## src/rtl/amm_rr_arbiter_2to1.sv

```systemverilog
// rtl/amm_rr_arbiter_2to1.sv - two-master round-robin Avalon-MM arbiter with in-order read-response routing
module amm_rr_arbiter_2to1 #(
   parameter int P_AW     = 32,
   parameter int P_DW     = 32,
   parameter int P_MAX_RD = 4
) (
   input  logic                aclk,
   input  logic                aresetn,
   input  logic [P_AW-1:0]     m0_address,
   input  logic [P_DW-1:0]     m0_writedata,
   input  logic [P_DW/8-1:0]   m0_byteenable,
   input  logic                m0_write,
   input  logic                m0_read,
   output logic [P_DW-1:0]     m0_readdata,
   output logic                m0_readdatavalid,
   output logic                m0_waitrequest,
   input  logic [P_AW-1:0]     m1_address,
   input  logic [P_DW-1:0]     m1_writedata,
   input  logic [P_DW/8-1:0]   m1_byteenable,
   input  logic                m1_write,
   input  logic                m1_read,
   output logic [P_DW-1:0]     m1_readdata,
   output logic                m1_readdatavalid,
   output logic                m1_waitrequest,
   output logic [P_AW-1:0]     s_address,
   output logic [P_DW-1:0]     s_writedata,
   output logic [P_DW/8-1:0]   s_byteenable,
   output logic                s_write,
   output logic                s_read,
   input  logic [P_DW-1:0]     s_readdata,
   input  logic                s_readdatavalid,
   input  logic                s_waitrequest,
   output logic                err_unexp_rdv
);
   localparam int PW = $clog2(P_MAX_RD);
   localparam logic [PW:0]   RD_MAX  = (PW+1)'(P_MAX_RD);
   localparam logic [PW:0]   CNT_ONE = (PW+1)'(1);
   localparam logic [PW-1:0] PTR_ONE = PW'(1);

   typedef enum logic {ST_IDLE = 1'b0, ST_GRANT = 1'b1} state_t;

   state_t               state_q;
   logic                 gnt_id_q;
   logic                 rr_ptr_q;
   logic                 err_q;
   logic [PW:0]          rd_cnt_q, rd_cnt_d;
   logic [PW-1:0]        wr_ptr_q, rd_ptr_q;
   logic [P_MAX_RD-1:0]  id_fifo_q;

   logic gnt_vld, rd_full, elig0, elig1, gnt_req, push, pop, head;

   assign gnt_vld = (state_q == ST_GRANT);
   assign rd_full = (rd_cnt_q == RD_MAX);
   // a read is not granted while every response slot is already in flight
   assign elig0   = (m0_read | m0_write) & ~(m0_read & rd_full);
   assign elig1   = (m1_read | m1_write) & ~(m1_read & rd_full);

   assign s_address    = gnt_id_q ? m1_address    : m0_address;
   assign s_writedata  = gnt_id_q ? m1_writedata  : m0_writedata;
   assign s_byteenable = gnt_id_q ? m1_byteenable : m0_byteenable;
   assign s_write      = gnt_vld & (gnt_id_q ? m1_write : m0_write);
   assign s_read       = gnt_vld & (gnt_id_q ? m1_read  : m0_read);
   assign gnt_req      = s_read | s_write;

   assign m0_waitrequest = ~(gnt_vld & ~gnt_id_q) | s_waitrequest;
   assign m1_waitrequest = ~(gnt_vld &  gnt_id_q) | s_waitrequest;

   assign push = s_read & ~s_waitrequest;
   assign pop  = s_readdatavalid & (rd_cnt_q != '0);
   assign head = id_fifo_q[rd_ptr_q];

   assign m0_readdata      = s_readdata;
   assign m1_readdata      = s_readdata;
   assign m0_readdatavalid = pop & ~head;
   assign m1_readdatavalid = pop &  head;
   assign err_unexp_rdv    = err_q;

   always_comb begin
      rd_cnt_d = rd_cnt_q;
      if (push && !pop)
         rd_cnt_d = rd_cnt_q + CNT_ONE;
      else if (pop && !push)
         rd_cnt_d = rd_cnt_q - CNT_ONE;
   end

   always_ff @(posedge aclk or negedge aresetn) begin
      if (!aresetn) begin
         state_q   <= ST_IDLE;
         gnt_id_q  <= 1'b0;
         rr_ptr_q  <= 1'b0;
         rd_cnt_q  <= '0;
         wr_ptr_q  <= '0;
         rd_ptr_q  <= '0;
         id_fifo_q <= '0;
         err_q     <= 1'b0;
      end else begin
         if (state_q == ST_IDLE) begin
            if (elig0 | elig1) begin
               state_q  <= ST_GRANT;
               gnt_id_q <= (elig0 & elig1) ? rr_ptr_q : elig1;
            end
         end else begin
            // a master that withdraws its command loses the grant without moving the pointer
            if (!gnt_req) begin
               state_q <= ST_IDLE;
            end else if (!s_waitrequest) begin
               state_q  <= ST_IDLE;
               rr_ptr_q <= ~gnt_id_q;
            end
         end
         if (push) begin
            id_fifo_q[wr_ptr_q] <= gnt_id_q;
            wr_ptr_q            <= wr_ptr_q + PTR_ONE;
         end
         if (pop)
            rd_ptr_q <= rd_ptr_q + PTR_ONE;
         rd_cnt_q <= rd_cnt_d;
         if (s_readdatavalid && rd_cnt_q == '0)
            err_q <= 1'b1;
      end
   end
endmodule
```

## config.mk

```make
export PLATFORM = sky130hd
export DESIGN_NAME = amm_rr_arbiter_2to1
export DESIGN_NICKNAME = d
export VERILOG_FILES = /design/src/rtl/amm_rr_arbiter_2to1.sv
export SDC_FILE = /design/constraint.sdc
export NUM_CORES = 1
export LEC_CHECK = 0
export CAP_MARGIN = 10
export CORE_AREA = 4 4 119 121
export DETAILED_ROUTE_END_ITERATION = 12
export DIE_AREA = 0 0 123 125
export SYNTH_ARGS = -nofsm -noshare
export SYNTH_HDL_FRONTEND = slang
export SYNTH_SLANG_ARGS = --single-unit
```

## constraint.sdc

```tcl
create_clock -name aclk -period 2.9 [get_ports aclk]
set_clock_uncertainty 0.15 [all_clocks]
set_input_delay 0.435 -clock aclk [delete_from_list [all_inputs] [get_ports aclk]]
set_output_delay 0.435 -clock aclk [all_outputs]
set_load 0.1 [all_outputs]
```

==> results of run 1 <==
## power by group
part	total [mW]	switching [mW]	internal, mW
registers	0.442	0.117	0.326
clock network	0.270	0.0856	0.184
logic	5.40	3.35	2.05
## kinds of logic after synthesis
| logic type | count (synthesis) |
|---|---|
| buf+inv | 79 |
| mux | 77 |
| compound gates | 7 |
| simple gates | 24 |
| fa+ha+maj | 6 |
| xor+xnor | 6 |
| flops | 15 |
## through the flow
step	hold slack, ns	utilization	area [sq um]	power [mW]
4_1_cts	0.320	0.373	4880	6.16
5_1_grt	0.347	0.373	4880	6.31
2_1_floorplan	-0.0106	-	2180	4.35
3_5_place_dp	0.298	0.367	4800	5.87
6_report	0.319	0.373	4880	6.11
3_3_place_gp	0.302	0.367	4800	5.83
## state kept, by name (all words and copies together) (netlist names)
name,count
err_unexp_rdv,1
gnt_id_q,1
gnt_vld,1
id_fifo_q,4
rd_cnt_q,3
rd_ptr_q,2
rr_ptr_q,1
wr_ptr_q,2
## cell usage in the layout (no fill, tap or decap), types with 2 or more instances in the layout
| cell type | n |
|---|---|
| mux2_2 | 71 |
| nand2b_1 | 3 |
| buf_12 | 75 |
| clkbuf_16 | 3 |
| xor2_1 | 2 |
| mux2_1 | 3 |
| nor2_1 | 5 |
| buf_4 | 2 |
| ha_1 | 5 |
| clkdlybuf4s50_1 | 143 |
| a311o_1 | 2 |
| nor3b_1 | 3 |
| inv_1 | 5 |
| dfrtp_1 | 14 |
| xnor2_1 | 4 |
| nor3_1 | 3 |
| nor2b_1 | 2 |
## routing by layer
layer | up-vias | GRT usage | wire [um]
met5 | - | 0 | 0
met4 | 0 | 0.0208 | 125
met3 | 14 | 0.0294 | 822
met2 | 107 | 0.205 | 4890
met1 | 975 | 0.115 | 3140
li1 | 977 | - | -
## layout make-up
type                            count  area [sq um]
Clock buffer                        3          75.1
Clock inverter                      1          5.00
Fill cell                        1233          8200
Inverter                            5          18.8
Multi-Input combinational cell    120          1230
Sequential cell                    15           379
Tap cell                          176           220
Timing Repair Buffer              220          2950
## worst min-delay path by stage
stage | end | slack (ns)
floorplan | err_unexp_rdv$_DFFE_PN0P_ | -0.01
finish | err_unexp_rdv$_DFFE_PN0P_ | 0.32
global placement | err_unexp_rdv$_DFFE_PN0P_ | 0.30
detailed placement | err_unexp_rdv$_DFFE_PN0P_ | 0.30
global route | err_unexp_rdv$_DFFE_PN0P_ | 0.35
CTS | err_unexp_rdv$_DFFE_PN0P_ | 0.32
==> flow_summary.json, run 1 <==
{
  "worstSetupEndpoint": "rd_cnt_q[2]$_DFFE_PN0P_",
  "yosysWarnings": 0,
  "synthesis.instances": 214,
  "rows": 42,
  "largest_family_of_logic_cells_by_synthesized_area": "multiplexers",
  "hold_path.startpoint": "err_unexp_rdv$_DFFE_PN0P_",
  "synthMostInstantiatedCell": "mux2_2",
  "detail_route.vias_per_cell": 3.84,
  "postSynthAreaPerCell_sq_um": 10.2,
  "power_density_mw_per_mm2": 1250,
  "numCtsBuffers": 3,
  "cts.reportedPaths.clkPinSlew_ns": 0.05,
  "crit_required_ns": 2.92,
  "drt_wl_total_um": 8980,
  "ctsHoldBuffers": 0,
  "setup_total_negative_slack_ns": 0,
  "start_util": 0.167,
  "synth_seq_cells": 15,
  "nature_of_the_critical_path_startpoint": "primary input",
  "netlist_top_cells_area": "mux2_2 37%, buf_4 24%, dfrtp_1 17%",
  "die-width_um": 123,
  "htreeDepth": 1,
  "initial_antenna_violation_count": 0,
  "power_leakage_nw": 1.94,
  "asyncSetResetFlopFracSynth": 1.00,
  "cts_tree": "yes",
  "worst_r2r_path_depth": 8,
  "final_cells": 540,
  "globalRoute.totalOverflow": 0,
  "finalCritPeriodShare": 0.816,
  "highest_attainable_clock_frequency_mhz": 422,
  "finalMaxSlewViolations": 0,
  "drtAntennaViolNets": 0,
  "worst_slew_pin_slew_ns": 0.715,
  "place_ws_ns": 0.279,
  "placed_cells_incl_taps": 536,
  "final_nets": 547,
  "height_of_the_die_um": 125,
  "crit_buf_inv": 2,
  "yosys.cell_types.count": 33,
  "setup_viol": 0,
  "netlist_area_sq_mm": 0.00218,
  "routed_wire_length_per_instance_um": 16.6,
  "cts-resized-gates": 0,
  "synth_adder_area_share": 0.0379,
  "yosys.area_share.simple": 0.0711,
  "seq_area_frac_synth": 0.172,
  "final_hold_viol_count": 0,
  "critPathMostFrequentCell": "xor2_1",
  "core_area_sq_mm": 0.0131,
  "worst-path-stages": 9,
  "layout-area-overhead-vs-synth_pct": 124,
  "critical_path_class": "in -> reg",
  "syn-num-nets": 396,
  "cts.root.buffer_cell": "clkbuf_16",
  "drt_pass1_iterations": 4,
  "relSlewSlack": 0.522,
  "synth_top_cells_by_count": "71 x mux2_2, 70 x buf_4, 15 x dfrtp_1",
  "slowest_stage": "clkdlybuf4s50_1",
  "design.die.area_sq_mm": 0.0154,
  "grt_max_degree": 77,
  "place.port_buffers": 218,
  "gpl.final_weighted_congestion": 0.823,
  "ir_drop_v": 0.000877,
  "most_area_hungry_cell_type_in_the_yosys_netlist": "mux2_2",
  "run_status": "complete, no violations",
  "critPathMaxStageDelay_ns": 0.59,
  "pin_count": 315,
  "synth_edf_count": 0,
  "layout-drive-gt1-share": 0.437,
  "critical_path.endpoint_type": "register",
  "grt_pass1_vias": 2359,
  "drcViolationCount": 0,
  "netlist.area_leader.share": 0.367,
  "synth_compound_area_frac": 0.0258,
  "hold_class": "reg -> reg",
  "clock_path_buffers": 2,
  "crit_arrival_ns": 2.39,
  "timing.rr.end": "rd_cnt_q[2]$_DFFE_PN0P_",
  "via_count": 2073,
  "post-cts-setup-buffers": 0,
  "timing.final.crit_period_ns": 2.37,
  "post_synth_xor_area_fraction": 0.0241,
  "first_pass_grt_wire_length_um": 12900,
  "global_route.usage.total": 0.107,
  "regToRegSetupSlack_ns": 0.62,
  "ys_dominant_reg_cell": "dfrtp_1",
  "drv.max_cap_violation_count": 0,
  "instance_count_along_the_most_critical_hold_path": 1,
  "critical_path_peak_fanout": 6,
  "synthMuxAreaShare": 0.407,
  "cp_top_family": "buffers and inverters",
  "cp_cell_sequence": "clkdlybuf4s50_1 -> mux2i_4 -> nor2_4 -> ha_1 -> inv_1 -> fa_1 -> xor2_1 -> nor2_1 -> xor2_1",
  "postLayoutSetupSlackWorst_ns": 0.533,
  "rsz0062_at_grt": "false",
  "antenna-diode-count": 0,
  "clk-insertion-delay-late_ns": 0.24,
  "cts.sink_count": 15,
  "drt_iter0_markers": 33,
  "hpwlAfterDp_um": 7730,
  "startpoint": "m1_read",
  "timing.rr.start": "rd_cnt_q[0]$_DFFE_PN0P_"
}
(Power assumes the default switching activity.)
==> inputs of run 2 (changes only) <==
==> constraint.sdc (replaced) <==
create_clock -name aclk -period 2.4 [get_ports aclk]
set_clock_uncertainty 0.15 [all_clocks]
set_input_delay 0.36 -clock aclk [delete_from_list [all_inputs] [get_ports aclk]]
set_output_delay 0.36 -clock aclk [all_outputs]
set_load 0.1 [all_outputs]
==> run 2 against run 1 <==
Compared with the run above: sequential share of layout area decreased by 0.083 points; utilization rose by 0.40 points; register-to-register slack worse by 0.33 ns; flip-flop and latch count stayed put; routed wire length grew 15%; via count grew 4.0%; combinational power rose by 23%; critical path type is now reg -> out; critical endpoint is now m1_waitrequest.
==> flow_summary.json, run 2 (synthesized netlist as in run 1, its figures left out) <==
{
  "run_status": "complete, no violations",
  "ir_drop_v": 0.00113,
  "n_fill_cell": 1229,
  "mostFrequentLayoutCell": "clkdlybuf4s50_1",
  "drtAntennaViolNets": 0,
  "numCtsBuffers": 3,
  "design.die.area_sq_mm": 0.0154,
  "setup_total_negative_slack_ns": 0,
  "largest-register": "id_fifo_q",
  "largest_register_ffs": 4,
  "global_route.usage.total": 0.124,
  "clk-insertion-delay-late_ns": 0.24,
  "core_area_sq_mm": 0.0131,
  "grt_max_degree": 77,
  "critical_path_class": "reg -> out",
  "post-cts-setup-buffers": 0,
  "top_regs": "id_fifo_q: 4 flops, rd_cnt_q: 3 flops",
  "hpwlAfterDp_um": 8990,
  "layout-drive-gt1-share": 0.455,
  "crit_arrival_ns": 1.71,
  "drt_iter0_markers": 21,
  "start_util": 0.167,
  "htreeDepth": 1,
  "cts.sink_count": 15,
  "drt_pass1_iterations": 4,
  "ctsHoldBuffers": 0,
  "drcViolationCount": 0,
  "pin_count": 315,
  "via_count": 2156,
  "final_hold_viol_count": 0,
  "nature_of_the_critical_path_startpoint": "register",
  "die-width_um": 123,
  "placed_cells_incl_taps": 541,
  "timing.final.crit_period_ns": 2.22,
  "final_cells": 545,
  "first_pass_grt_wire_length_um": 14700,
  "antenna-diode-count": 0,
  "power_leakage_nw": 1.97,
  "rsz0062_at_grt": "false",
  "clock_path_buffers": 2,
  "layout-area-overhead-vs-synth_pct": 126,
  "routed_wire_length_per_instance_um": 19.0,
  "hold_class": "reg -> reg",
  "critPathMaxStageDelay_ns": 0.44,
  "finalCritPeriodShare": 0.925,
  "height_of_the_die_um": 125,
  "cts_tree": "yes",
  "worst_slew_pin_slew_ns": 0.680,
  "critical_path_peak_fanout": 76,
  "finalMaxSlewViolations": 0,
  "initial_antenna_violation_count": 0,
  "final_nets": 552,
  "critical_path.endpoint_type": "primary output",
  "detail_route.vias_per_cell": 3.96,
  "globalRoute.totalOverflow": 0,
  "highest_attainable_clock_frequency_mhz": 451,
  "cp_cell_sequence": "buf_12 -> inv_1 -> or2_2 -> buf_12",
  "cts.root.buffer_cell": "clkbuf_16",
  "crit_required_ns": 1.89,
  "cts-resized-gates": 0,
  "relSlewSlack": 0.545,
  "place.port_buffers": 218,
  "cts.reportedPaths.clkPinSlew_ns": 0.05,
  "setup_viol": 0,
  "drv.max_cap_violation_count": 0,
  "critPathMostFrequentCell": "buf_12",
  "drt_wl_total_um": 10300,
  "rows": 42,
  "slowest_stage": "dfrtp_4",
  "power_density_mw_per_mm2": 1520,
  "gpl.final_weighted_congestion": 0.818,
  "layout_common_cells": "143 x clkdlybuf4s50_1, 75 x buf_12, 71 x mux2_2",
  "grt_pass1_vias": 2426
}
==> run 2: cell types whose count changed in the layout (fill, tap and decap cells not counted) <==
cell        delta
buf_4          +5
nor2b_1        -2
nor2b_2        +2
clkinv_2       -1
clkinvlp_4     +1
nor2_1         -1
nor2_2         +1
nor3_1         -1
nor3_2         +1
==> run 2: cell type report <==
| type | instances | area [sq um] | share of cell area |
|---|---|---|---|
| clock buffers | 3 | 75.1 | 0.0152 |
| inverters | 5 | 18.8 | 0.00380 |
| repair buffers | 225 | 2990 | 0.605 |
| clock inverters | 1 | 7.51 | 0.00152 |
| well taps | 176 | 220 | 0.0446 |
| multi-input cells | 120 | 1250 | 0.253 |
| flip-flops and latches | 15 | 379 | 0.0768 |
==> run 2: metrics by stage <==
step / hold slack (ns) / power, mW / area, sq um / setup slack (ns) / util
after floorplan: -0.0856 / 5.27 / 2190 / 0.195 / -
after global placement: 0.300 / 7.16 / 4850 / 0.0571 / 0.370
after detailed placement: 0.327 / 7.22 / 4850 / 0.0101 / 0.370
after CTS: 0.340 / 7.57 / 4930 / 0.147 / 0.377
after global routing: 0.353 / 7.76 / 4930 / 0.0937 / 0.377
final: 0.336 / 7.50 / 4930 / 0.181 / 0.377
==> run 2: final timing paths <==
kind                       depth (start not counted)  slack, ns                        end                      start
hold reg to reg                                    1       0.34  err_unexp_rdv$_DFFE_PN0P_  err_unexp_rdv$_DFFE_PN0P_
min in group asynchronous                          1       0.38    rd_cnt_q[1]$_DFFE_PN0P_                    aresetn
setup reg to reg                                   8       0.29    rd_cnt_q[2]$_DFFE_PN0P_    rd_cnt_q[0]$_DFFE_PN0P_
max in group asynchronous                          1       1.22       gnt_id_q$_DFFE_PN0P_                    aresetn
setup / recovery                                   4       0.18             m1_waitrequest       gnt_id_q$_DFFE_PN0P_
hold / removal                                     1       0.34  err_unexp_rdv$_DFFE_PN0P_  err_unexp_rdv$_DFFE_PN0P_
==> run 2: metal layers <==
layer  GRT usage  share of wire  up-vias  routed length, um
li1            -              -      986                  -
met1       0.145           0.37     1001               3780
met2       0.227           0.51      161               5300
met3      0.0379           0.11        8               1150
met4      0.0169         0.0099        0                102
met5           0              0        -                  0
==> run 2: where the power goes <==
part / internal [mW] / switching (mW)
sequential: 0.394 / 0.146
combinational: 2.51 / 4.13
clock: 0.224 / 0.103
total: 3.12 / 4.38
==> run 2: worst max-delay path: cells and delay by family (launching register included) <==
kind                   cells  cell delay (ns)
DFF                        1             0.44
and+or+nand+nor            1             0.34
buffers and inverters      3             0.65
